$ cat src/rtl/ctrl_seq_pkg.sv
// Shared types for the control-step sequencer: FSM states, opcode map,
// IR field positions and the opcode class helper.
package ctrl_seq_pkg;
  localparam int OPC_BITS = 5;
  localparam int REG_BITS = 4;

  localparam int OPC_MSB = 31, OPC_LSB = 27;
  localparam int RA_MSB  = 26, RA_LSB  = 23;
  localparam int RB_MSB  = 22, RB_LSB  = 19;
  localparam int RC_MSB  = 18, RC_LSB  = 15;

  typedef enum logic [2:0] {IDLE, T0, T1, T2, T3, T4, T5, T6} state_e;
  typedef enum logic [1:0] {CLS_TWO_OP, CLS_MULDIV, CLS_ONE_OP, CLS_ILLEGAL} op_class_e;

  typedef logic [OPC_BITS-1:0] opc_t;

  localparam opc_t OPC_ADD  = 5'b00011;
  localparam opc_t OPC_SUB  = 5'b00100;
  localparam opc_t OPC_AND  = 5'b00101;
  localparam opc_t OPC_OR   = 5'b00110;
  localparam opc_t OPC_SHR  = 5'b00111;
  localparam opc_t OPC_SHRA = 5'b01000;
  localparam opc_t OPC_SHL  = 5'b01001;
  localparam opc_t OPC_ROR  = 5'b01010;
  localparam opc_t OPC_ROL  = 5'b01011;
  localparam opc_t OPC_ADDI = 5'b01100;
  localparam opc_t OPC_ANDI = 5'b01101;
  localparam opc_t OPC_ORI  = 5'b01110;
  localparam opc_t OPC_MUL  = 5'b01111;
  localparam opc_t OPC_DIV  = 5'b10000;
  localparam opc_t OPC_NEG  = 5'b10001;
  localparam opc_t OPC_NOT  = 5'b10010;

  function automatic op_class_e op_class(input opc_t opc);
    case (opc)
      OPC_ADD, OPC_SUB, OPC_AND, OPC_OR, OPC_SHR, OPC_SHRA,
      OPC_SHL, OPC_ROR, OPC_ROL, OPC_ADDI, OPC_ANDI, OPC_ORI: return CLS_TWO_OP;
      OPC_MUL, OPC_DIV:                                       return CLS_MULDIV;
      OPC_NEG, OPC_NOT:                                       return CLS_ONE_OP;
      default:                                                return CLS_ILLEGAL;
    endcase
  endfunction
endpackage

$ cat src/rtl/ctrl_step_sequencer_if.sv
// Sequencer <-> datapath bundle: start/IR/memory handshake in, step enables out.
interface ctrl_step_sequencer_if #(
  parameter int DATA_W   = 32,
  parameter int NUM_REGS = 16,
  parameter int OPC_W    = 5
);
  logic                start, mem_ack;
  logic [DATA_W-1:0]   ir;
  logic                pc_out, pc_increment, mar_in, zlow_in, zhigh_in;
  logic                zlow_out, zhigh_out, pc_in, read, mdr_in;
  logic                mdr_out, ir_in, y_in, lo_in, hi_in;
  logic [NUM_REGS-1:0] rin, rout;
  logic [OPC_W-1:0]    op_code;
  logic                busy, done, illegal, mem_err;

  modport master (
    input  start, ir, mem_ack,
    output pc_out, pc_increment, mar_in, zlow_in, zhigh_in, zlow_out, zhigh_out,
           pc_in, read, mdr_in, mdr_out, ir_in, y_in, lo_in, hi_in,
           rin, rout, op_code, busy, done, illegal, mem_err
  );
  modport slave (
    output start, ir, mem_ack,
    input  pc_out, pc_increment, mar_in, zlow_in, zhigh_in, zlow_out, zhigh_out,
           pc_in, read, mdr_in, mdr_out, ir_in, y_in, lo_in, hi_in,
           rin, rout, op_code, busy, done, illegal, mem_err
  );
endinterface

$ cat src/rtl/ctrl_seq_decode.sv
// Combinational decode of the latched instruction fields into class,
// legality and one-hot register selects.
module ctrl_seq_decode import ctrl_seq_pkg::*; #(
  parameter int NUM_REGS = 16
)(
  input  opc_t                opc,
  input  logic [REG_BITS-1:0] ra,
  input  logic [REG_BITS-1:0] rb,
  input  logic [REG_BITS-1:0] rc,
  output op_class_e           cls,
  output logic                legal,
  output logic [NUM_REGS-1:0] ra_oh,
  output logic [NUM_REGS-1:0] rb_oh,
  output logic [NUM_REGS-1:0] rc_oh
);
  logic ra_ok, rb_ok, rc_ok;

  assign cls   = op_class(opc);
  assign ra_ok = 32'(ra) < NUM_REGS;
  assign rb_ok = 32'(rb) < NUM_REGS;
  assign rc_ok = 32'(rc) < NUM_REGS;

  // Rc only matters for classes that read a second operand
  always_comb begin
    legal = 1'b0;
    case (cls)
      CLS_TWO_OP, CLS_MULDIV: legal = ra_ok & rb_ok & rc_ok;
      CLS_ONE_OP:             legal = ra_ok & rb_ok;
      default:                legal = 1'b0;
    endcase
  end

  for (genvar i = 0; i < NUM_REGS; i++) begin : g_oh
    assign ra_oh[i] = (ra == REG_BITS'(i));
    assign rb_oh[i] = (rb == REG_BITS'(i));
    assign rc_oh[i] = (rc == REG_BITS'(i));
  end
endmodule

$ cat src/rtl/ctrl_step_sequencer.sv
// Fetch/execute control-step FSM for the Phase 1 datapath, with a bounded
// memory-read wait in T1 and illegal-instruction detection in T3.
module ctrl_step_sequencer import ctrl_seq_pkg::*; #(
  parameter int DATA_W      = 32,
  parameter int NUM_REGS    = 16,
  parameter int OPC_W       = 5,
  parameter int MEM_TIMEOUT = 15
)(
  input logic                  clk,
  input logic                  clr,
  ctrl_step_sequencer_if.master bus
);
  localparam int CNT_W = $clog2(MEM_TIMEOUT + 1);

  state_e              state, nxt;
  logic [CNT_W-1:0]    cnt, cnt_inc;
  logic                timeout, err_q;
  logic [DATA_W-1:0]   ir_w;
  opc_t                opc_q;
  logic [REG_BITS-1:0] ra_q, rb_q, rc_q;
  op_class_e           cls;
  logic                legal;
  logic [NUM_REGS-1:0] ra_oh, rb_oh, rc_oh;

  assign ir_w = bus.ir;
  wire unused_ir = ^ir_w;

  ctrl_seq_decode #(.NUM_REGS(NUM_REGS)) u_dec (
    .opc(opc_q), .ra(ra_q), .rb(rb_q), .rc(rc_q),
    .cls(cls), .legal(legal), .ra_oh(ra_oh), .rb_oh(rb_oh), .rc_oh(rc_oh)
  );

  always_ff @(posedge clk or negedge clr)
    if (!clr) state <= IDLE;
    else      state <= nxt;

  // Fields are captured on the T2->T3 edge so IR may change once decode starts
  always_ff @(posedge clk or negedge clr)
    if (!clr) begin
      cnt   <= '0;
      err_q <= 1'b0;
      opc_q <= '0;
      ra_q  <= '0;
      rb_q  <= '0;
      rc_q  <= '0;
    end else begin
      err_q <= timeout;
      if (state == T0)                      cnt <= '0;
      else if (state == T1 && !bus.mem_ack) cnt <= cnt_inc;
      if (state == T2) begin
        opc_q <= ir_w[OPC_MSB:OPC_LSB];
        ra_q  <= ir_w[RA_MSB:RA_LSB];
        rb_q  <= ir_w[RB_MSB:RB_LSB];
        rc_q  <= ir_w[RC_MSB:RC_LSB];
      end
    end

  always_comb begin
    nxt              = state;
    timeout          = 1'b0;
    cnt_inc          = cnt + 1'b1;
    bus.pc_out       = 1'b0;
    bus.pc_increment = 1'b0;
    bus.mar_in       = 1'b0;
    bus.zlow_in      = 1'b0;
    bus.zhigh_in     = 1'b0;
    bus.zlow_out     = 1'b0;
    bus.zhigh_out    = 1'b0;
    bus.pc_in        = 1'b0;
    bus.read         = 1'b0;
    bus.mdr_in       = 1'b0;
    bus.mdr_out      = 1'b0;
    bus.ir_in        = 1'b0;
    bus.y_in         = 1'b0;
    bus.lo_in        = 1'b0;
    bus.hi_in        = 1'b0;
    bus.rin          = '0;
    bus.rout         = '0;
    bus.op_code      = '0;
    bus.busy         = (state != IDLE);
    bus.done         = 1'b0;
    bus.illegal      = 1'b0;
    bus.mem_err      = err_q;
    case (state)
      IDLE: if (bus.start) nxt = T0;
      T0: begin
        bus.pc_out = 1'b1; bus.pc_increment = 1'b1; bus.mar_in = 1'b1;
        bus.zlow_in = 1'b1; bus.zhigh_in = 1'b1;
        nxt = T1;
      end
      T1: begin
        bus.zlow_out = 1'b1; bus.pc_in = 1'b1; bus.read = 1'b1; bus.mdr_in = 1'b1;
        if (bus.mem_ack) nxt = T2;
        else if (cnt_inc == CNT_W'(MEM_TIMEOUT)) begin
          nxt     = IDLE;
          timeout = 1'b1;
        end
      end
      T2: begin
        bus.mdr_out = 1'b1; bus.ir_in = 1'b1;
        nxt = T3;
      end
      T3: begin
        if (!legal) begin
          bus.illegal = 1'b1;
          nxt         = IDLE;
        end else begin
          bus.rout = rb_oh;
          if (cls == CLS_ONE_OP) begin
            bus.op_code = OPC_W'(opc_q);
            bus.zlow_in = 1'b1; bus.zhigh_in = 1'b1;
            nxt = T5;
          end else begin
            bus.y_in = 1'b1;
            nxt = T4;
          end
        end
      end
      T4: begin
        bus.rout    = rc_oh;
        bus.op_code = OPC_W'(opc_q);
        bus.zlow_in = 1'b1; bus.zhigh_in = 1'b1;
        nxt = T5;
      end
      T5: begin
        bus.zlow_out = 1'b1;
        if (cls == CLS_MULDIV) begin
          bus.lo_in = 1'b1;
          nxt = T6;
        end else begin
          bus.rin  = ra_oh;
          bus.done = 1'b1;
          nxt = IDLE;
        end
      end
      T6: begin
        bus.zhigh_out = 1'b1; bus.hi_in = 1'b1; bus.done = 1'b1;
        nxt = IDLE;
      end
      default: nxt = IDLE;
    endcase
  end
endmodule

$ cat src/flat_wrapper.sv
// flat-port wrapper written by rule: the top's interface ports become plain ports
module ctrl_step_sequencer_flat import ctrl_seq_pkg::*;
#(
  parameter int DATA_W      = 32,
  parameter int NUM_REGS    = 16,
  parameter int OPC_W       = 5,
  parameter int MEM_TIMEOUT = 15
)
  (clk, clr, bus_start, bus_ir, bus_mem_ack, bus_pc_out, bus_pc_increment, bus_mar_in, bus_zlow_in, bus_zhigh_in, bus_zlow_out, bus_zhigh_out, bus_pc_in, bus_read, bus_mdr_in, bus_mdr_out, bus_ir_in, bus_y_in, bus_lo_in, bus_hi_in, bus_rin, bus_rout, bus_op_code, bus_busy, bus_done, bus_illegal, bus_mem_err);
  ctrl_step_sequencer_if #(.DATA_W(DATA_W), .NUM_REGS(NUM_REGS), .OPC_W(OPC_W)) bus_i ();
  input logic clk;
  input logic clr;
  input wire logic [$bits(bus_i.start)-1:0] bus_start;
  input wire logic [$bits(bus_i.ir)-1:0] bus_ir;
  input wire logic [$bits(bus_i.mem_ack)-1:0] bus_mem_ack;
  output wire logic [$bits(bus_i.pc_out)-1:0] bus_pc_out;
  output wire logic [$bits(bus_i.pc_increment)-1:0] bus_pc_increment;
  output wire logic [$bits(bus_i.mar_in)-1:0] bus_mar_in;
  output wire logic [$bits(bus_i.zlow_in)-1:0] bus_zlow_in;
  output wire logic [$bits(bus_i.zhigh_in)-1:0] bus_zhigh_in;
  output wire logic [$bits(bus_i.zlow_out)-1:0] bus_zlow_out;
  output wire logic [$bits(bus_i.zhigh_out)-1:0] bus_zhigh_out;
  output wire logic [$bits(bus_i.pc_in)-1:0] bus_pc_in;
  output wire logic [$bits(bus_i.read)-1:0] bus_read;
  output wire logic [$bits(bus_i.mdr_in)-1:0] bus_mdr_in;
  output wire logic [$bits(bus_i.mdr_out)-1:0] bus_mdr_out;
  output wire logic [$bits(bus_i.ir_in)-1:0] bus_ir_in;
  output wire logic [$bits(bus_i.y_in)-1:0] bus_y_in;
  output wire logic [$bits(bus_i.lo_in)-1:0] bus_lo_in;
  output wire logic [$bits(bus_i.hi_in)-1:0] bus_hi_in;
  output wire logic [$bits(bus_i.rin)-1:0] bus_rin;
  output wire logic [$bits(bus_i.rout)-1:0] bus_rout;
  output wire logic [$bits(bus_i.op_code)-1:0] bus_op_code;
  output wire logic [$bits(bus_i.busy)-1:0] bus_busy;
  output wire logic [$bits(bus_i.done)-1:0] bus_done;
  output wire logic [$bits(bus_i.illegal)-1:0] bus_illegal;
  output wire logic [$bits(bus_i.mem_err)-1:0] bus_mem_err;
  assign bus_i.start = bus_start;
  assign bus_i.ir = bus_ir;
  assign bus_i.mem_ack = bus_mem_ack;
  assign bus_pc_out = bus_i.pc_out;
  assign bus_pc_increment = bus_i.pc_increment;
  assign bus_mar_in = bus_i.mar_in;
  assign bus_zlow_in = bus_i.zlow_in;
  assign bus_zhigh_in = bus_i.zhigh_in;
  assign bus_zlow_out = bus_i.zlow_out;
  assign bus_zhigh_out = bus_i.zhigh_out;
  assign bus_pc_in = bus_i.pc_in;
  assign bus_read = bus_i.read;
  assign bus_mdr_in = bus_i.mdr_in;
  assign bus_mdr_out = bus_i.mdr_out;
  assign bus_ir_in = bus_i.ir_in;
  assign bus_y_in = bus_i.y_in;
  assign bus_lo_in = bus_i.lo_in;
  assign bus_hi_in = bus_i.hi_in;
  assign bus_rin = bus_i.rin;
  assign bus_rout = bus_i.rout;
  assign bus_op_code = bus_i.op_code;
  assign bus_busy = bus_i.busy;
  assign bus_done = bus_i.done;
  assign bus_illegal = bus_i.illegal;
  assign bus_mem_err = bus_i.mem_err;
  ctrl_step_sequencer #(.DATA_W(DATA_W), .NUM_REGS(NUM_REGS), .OPC_W(OPC_W), .MEM_TIMEOUT(MEM_TIMEOUT)) u_core (.clk(clk), .clr(clr), .bus(bus_i));
endmodule
$ cat config.mk
export PLATFORM = sky130hd
export DESIGN_NAME = ctrl_step_sequencer_flat
export DESIGN_NICKNAME = d
export VERILOG_FILES = /design/src/rtl/ctrl_seq_pkg.sv /design/src/rtl/ctrl_step_sequencer_if.sv /design/src/rtl/ctrl_seq_decode.sv /design/src/rtl/ctrl_step_sequencer.sv /design/src/flat_wrapper.sv
export SDC_FILE = /design/constraint.sdc
export NUM_CORES = 1
export LEC_CHECK = 0
export ABC_AREA = 0
export CORE_MARGIN = 2
export CORE_UTILIZATION = 35
export CTS_CLUSTER_SIZE = 25
export DETAILED_ROUTE_END_ITERATION = 8
export GPL_TIMING_DRIVEN = 1
export HOLD_SLACK_MARGIN = 0.08
export PLACE_DENSITY = 0.66
export SLEW_MARGIN = 20
export SYNTH_ARGS = -nofsm -noshare
export SYNTH_HDL_FRONTEND = slang
export SYNTH_HIERARCHICAL = 1
export SYNTH_SLANG_ARGS = --single-unit
$ cat constraint.sdc
create_clock -name clk -period 3.3 [get_ports clk]
set_clock_uncertainty 0.15 [all_clocks]
set_input_delay 0.66 -clock clk [delete_from_list [all_inputs] [get_ports clk]]
set_output_delay 0.66 -clock clk [all_outputs]
set_load 0.05 [all_outputs]
==> run_results.csv <==
group,metric,value,unit
status,run_status,"finished, final reports clean",
synthesis,post-synth-top-area-fraction,30.6,%
final_layout,area_growth_from_synthesis_to_layout,61.0,%
floorplan,dieArea,6460,um2
synthesis,synthFlopType,"sky130_fd_sc_hd__dfrtp_1",
grt,first_global_vias,1843,
detailed_routing,drt-wirelength-per-cell,14.0,um
final_layout,regArea,626,um2
clocking,max-clock-path-buffers,2,
pwr,power,2.56,mW
job,drv.max_cap_violation_count,0,
floorplan,fp-row-count,27,
detailed_routing,num_vias,1930,
place,placement.io_buffers,76,
synthesis,synth-seq-cells,25,
synthesis,netlist_top_cells_count,"sky130_fd_sc_hd__nor2_1 (35), sky130_fd_sc_hd__dfrtp_1 (25), sky130_fd_sc_hd__and2_1 (21)",
timing,final.period_utilization,96.9,%
timing,tns,0,ps
worst_hold_path,hold_start,"u_core/cnt[0]$_DFFE_PN0P_",
clocking,clockRootBuffer,"sky130_fd_sc_hd__clkbuf_8",
worst_setup_path,critPathArrivalTime,2390,ps
clocking,cts_inserted_buffers,3,
timing,worst_hold_slack,407,ps
pwr,leakagePower,1.37,nW
clocking,clkSlewWorstSetupHoldPaths,90,ps
worst_hold_path,hold-path-cell-count,1,
worst_hold_path,hold-path-endpoint,"u_core/cnt[0]$_DFFE_PN0P_",
worst_setup_path,ff2ff_path_depth,9,
synthesis,post_synth.cell_area_avg,8.54,um2
pwr,vdd_ir_drop_max,0.441,mV
synthesis,post_synth_num_cell_types,40,
floorplan,die_h,80.4,um
timing,maxClockFrequency,0.313,GHz
grt,wire_length_of_the_first_global_routing_pass,8670,um
pwr,powerDensity,779,nW/um2
detailed_routing,vias_per_cell,5.08,
final_layout,finish.instance_area,3290,um2
final_layout,final_instance_count_excl_fillers,380,
final_layout,fill_cells,469,
timing,setup-violations-final,0,
worst_setup_path,crit_path_end_kind,"output port",
place,placed_cells_incl_taps,375,
timing,postLayoutSetupSlackWorst,102,ps
synthesis,synth.largest_area_cell,"sky130_fd_sc_hd__dfrtp_1",
place,gp_congestion,0.888,
floorplan,floorplan.core_area,5570,um2
final_layout,antennaDiodeCount,0,
worst_setup_path,path_class,"flip-flop to output port",
floorplan,die_w,80.4,um
detailed_routing,detail-route-antenna-nets,0,
place,detailedPlacementHpwl,4080,um
grt,initial_antenna_violation_count,0,
synthesis,number_of_synthesized_flops_with_an_enable_pin,0,
floorplan,floorplan.io_pins,92,
floorplan,initial_utilization,36.6,%
worst_setup_path,start_kind,"flip-flop",
clocking,h-tree-depth,1,
detailed_routing,drtIter0Drc,91,
synthesis,netlist_area,2040,um2
place,dpl_cell_area,3190,um2
synthesis,synth.area.top_cells,"sky130_fd_sc_hd__dfrtp_1 (31%), sky130_fd_sc_hd__a22o_1 (6.9%), sky130_fd_sc_hd__mux2_4 (6.6%)",
synthesis,yosysMostFrequentCell,"sky130_fd_sc_hd__nor2_1",
timing,finalMaxSlewViolations,0,
place,pre_cts_ws,292,ps
synthesis,ys_async_sr_fraction,100,%
synthesis,synthesis.instances,239,
clocking,total_number_of_clock_tree_sinks,25,
timing,final-hold-violation-count,0,
synthesis,ys_seq_area_share,30.6,%
final_layout,design.final.nets,349,
detailed_routing,postRouteWirelength,5300,um
final_layout,multiInputGateArea,1320,um2
timing,tightestPinTransition,634,ps
synthesis,synth_nets,279,
synthesis,yosysWarningCount,6,
final_layout,fin_util,59.0,%
timing,slew-limit-headroom,57.7,%
timing,period_minus_slack,3200,ps
worst_setup_path,cp_data_required_time,2490,ps
worst_setup_path,r2r_slack,1040,ps
grt,grt_util_all_layers,16.9,%
worst_hold_path,hold_path_class,"flip-flop to flip-flop",
final_layout,final_layout_size_suffix_gt1_share,25.6,%
grt,grt_start_max_net_pins,26,
detailed_routing,drt_drc_violations_left,0,
grt,gr-total-overflow,0,
clocking,insertion_delay,270,ps
worst_setup_path,regToRegStartpoint,"u_core/opc_q[1]$_DFFE_PN0P_",
worst_setup_path,reg2reg_to,"u_core/state[1]$_DFFE_PN0P_",
detailed_routing,drt_pass1_iterations,4,
clocking,tritoncts,"built",
worst_setup_path,cp_max_fo,5,
==> cells in the final DEF (no fill, tap or decap), types with 2 or more instances in the layout <==
cell type                         Yosys  final
sky130_fd_sc_hd__nor2b_1              4      2
sky130_fd_sc_hd__and3_1               3      2
sky130_fd_sc_hd__o21ai_0              3      3
sky130_fd_sc_hd__a31oi_1              2      2
sky130_fd_sc_hd__xnor2_1              2      2
sky130_fd_sc_hd__nand2b_1            14     14
sky130_fd_sc_hd__o21ai_1              4      4
sky130_fd_sc_hd__nand3_1              7      7
sky130_fd_sc_hd__dfrtp_1             25     25
sky130_fd_sc_hd__and2_4               0      4
sky130_fd_sc_hd__nand2_1             12     12
sky130_fd_sc_hd__nor2_1              35     35
sky130_fd_sc_hd__buf_4                9      8
sky130_fd_sc_hd__or3_1                2      2
sky130_fd_sc_hd__mux2_4               9      9
sky130_fd_sc_hd__and2_1              21     17
sky130_fd_sc_hd__nor2b_2              1      3
sky130_fd_sc_hd__clkdlybuf4s50_1      0     33
sky130_fd_sc_hd__nor4_1               4      4
sky130_fd_sc_hd__nor3b_2              2      2
sky130_fd_sc_hd__clkbuf_8             0      3
sky130_fd_sc_hd__buf_12               0     39
sky130_fd_sc_hd__a22o_1              16     16
sky130_fd_sc_hd__inv_1                9      8
sky130_fd_sc_hd__a21oi_1              4      3
sky130_fd_sc_hd__nor3_1              19     18
sky130_fd_sc_hd__ha_1                 4      3
sky130_fd_sc_hd__mux2_1               8      8
==> cells by family (layout without fill, tap and decap cells) <==
| group | Yosys count | in the layout | synth area share, % |
|---|---|---|---|
| and+or+nand+nor | 131 | 131 | 34.9 |
| muxes | 17 | 17 | 11.0 |
| AOI/OAI and AO/OA | 36 | 36 | 13.1 |
| xor gates and xnor gates | 2 | 2 | 0.858 |
| adders and majority gates | 4 | 4 | 2.45 |
| DFF | 25 | 25 | 30.6 |
| buffers and inverters | 24 | 93 | 7.05 |
==> flip-flops by register name (all words and copies together), names as in the netlist <==
| name | count |
|---|---|
| u_core/state | 3 |
| u_core/ra_q | 4 |
| u_core/opc_q | 5 |
| u_core/rc_q | 4 |
| u_core/cnt | 4 |
| u_core/bus.mem_err | 1 |
| u_core/rb_q | 4 |
==> worst max-delay path, cell delays in order (launching register included) <==
cell and delay [ps]:
sky130_fd_sc_hd__dfrtp_1 430, sky130_fd_sc_hd__inv_2 60, sky130_fd_sc_hd__ha_4 280, sky130_fd_sc_hd__nand2b_4 40, sky130_fd_sc_hd__a221o_1 370, sky130_fd_sc_hd__nor2b_2 150, sky130_fd_sc_hd__a21oi_1 100, sky130_fd_sc_hd__nor3b_2 190
sky130_fd_sc_hd__buf_4 160, sky130_fd_sc_hd__and2_1 170, sky130_fd_sc_hd__buf_12 150
==> timing repair <==
action | CTS | global route
gates cloned | 0 | 0
setup buffers | 0 | 1
setup endpoints to repair | 16 | 23
hold buffers | 0 | 0
pin swaps | 0 | 1
gates resized for setup | 1 | 11
==> report_power, final <==
part | internal, mW | leakage [nW] | total (mW) | switching [mW]
combinational | 0.717 | 1.04 | 1.64 | 0.926
sequential | 0.442 | 0.304 | 0.729 | 0.288
clock | 0.0866 | 0.0228 | 0.189 | 0.102
==> final cells by class <==
class | count | share of cell area (%)
Multi-Input combinational cell | 190 | 40.2
Inverter | 9 | 1.03
Clock buffer | 4 | 1.37
Timing Repair Buffer | 80 | 35.6
Sequential cell | 25 | 19.0
Tap cell | 72 | 2.74
==> per-layer routing <==
metal | vias to the layer above | share of wire [%] | track usage [%]
met5 | - | 0 | 0
met4 | 0 | 0.57 | 4.07
met3 | 4 | 4.2 | 3.03
met2 | 47 | 53 | 31.3
met1 | 911 | 42 | 20.0
li1 | 968 | - | -
==> worst max-delay path by stage <==
| stage | startpoint | to | slack, ps | depth (start not counted) |
|---|---|---|---|---|
| after floorplan | u_core/opc_q[0]$_DFFE_PN0P_ | bus_zlow_in | 220 | 8 |
| after global placement | u_core/opc_q[0]$_DFFE_PN0P_ | bus_rin[6] | 360 | 8 |
| after detailed placement | u_core/opc_q[1]$_DFFE_PN0P_ | bus_rin[11] | 290 | 8 |
| after CTS | u_core/opc_q[1]$_DFFE_PN0P_ | bus_rout[0] | 1 | 7 |
| after global routing | u_core/opc_q[1]$_DFFE_PN0P_ | bus_op_code[4] | -20 | 10 |
| final | u_core/opc_q[1]$_DFFE_PN0P_ | bus_op_code[4] | 100 | 10 |
Note: power is estimated with default switching activity, not from simulation.
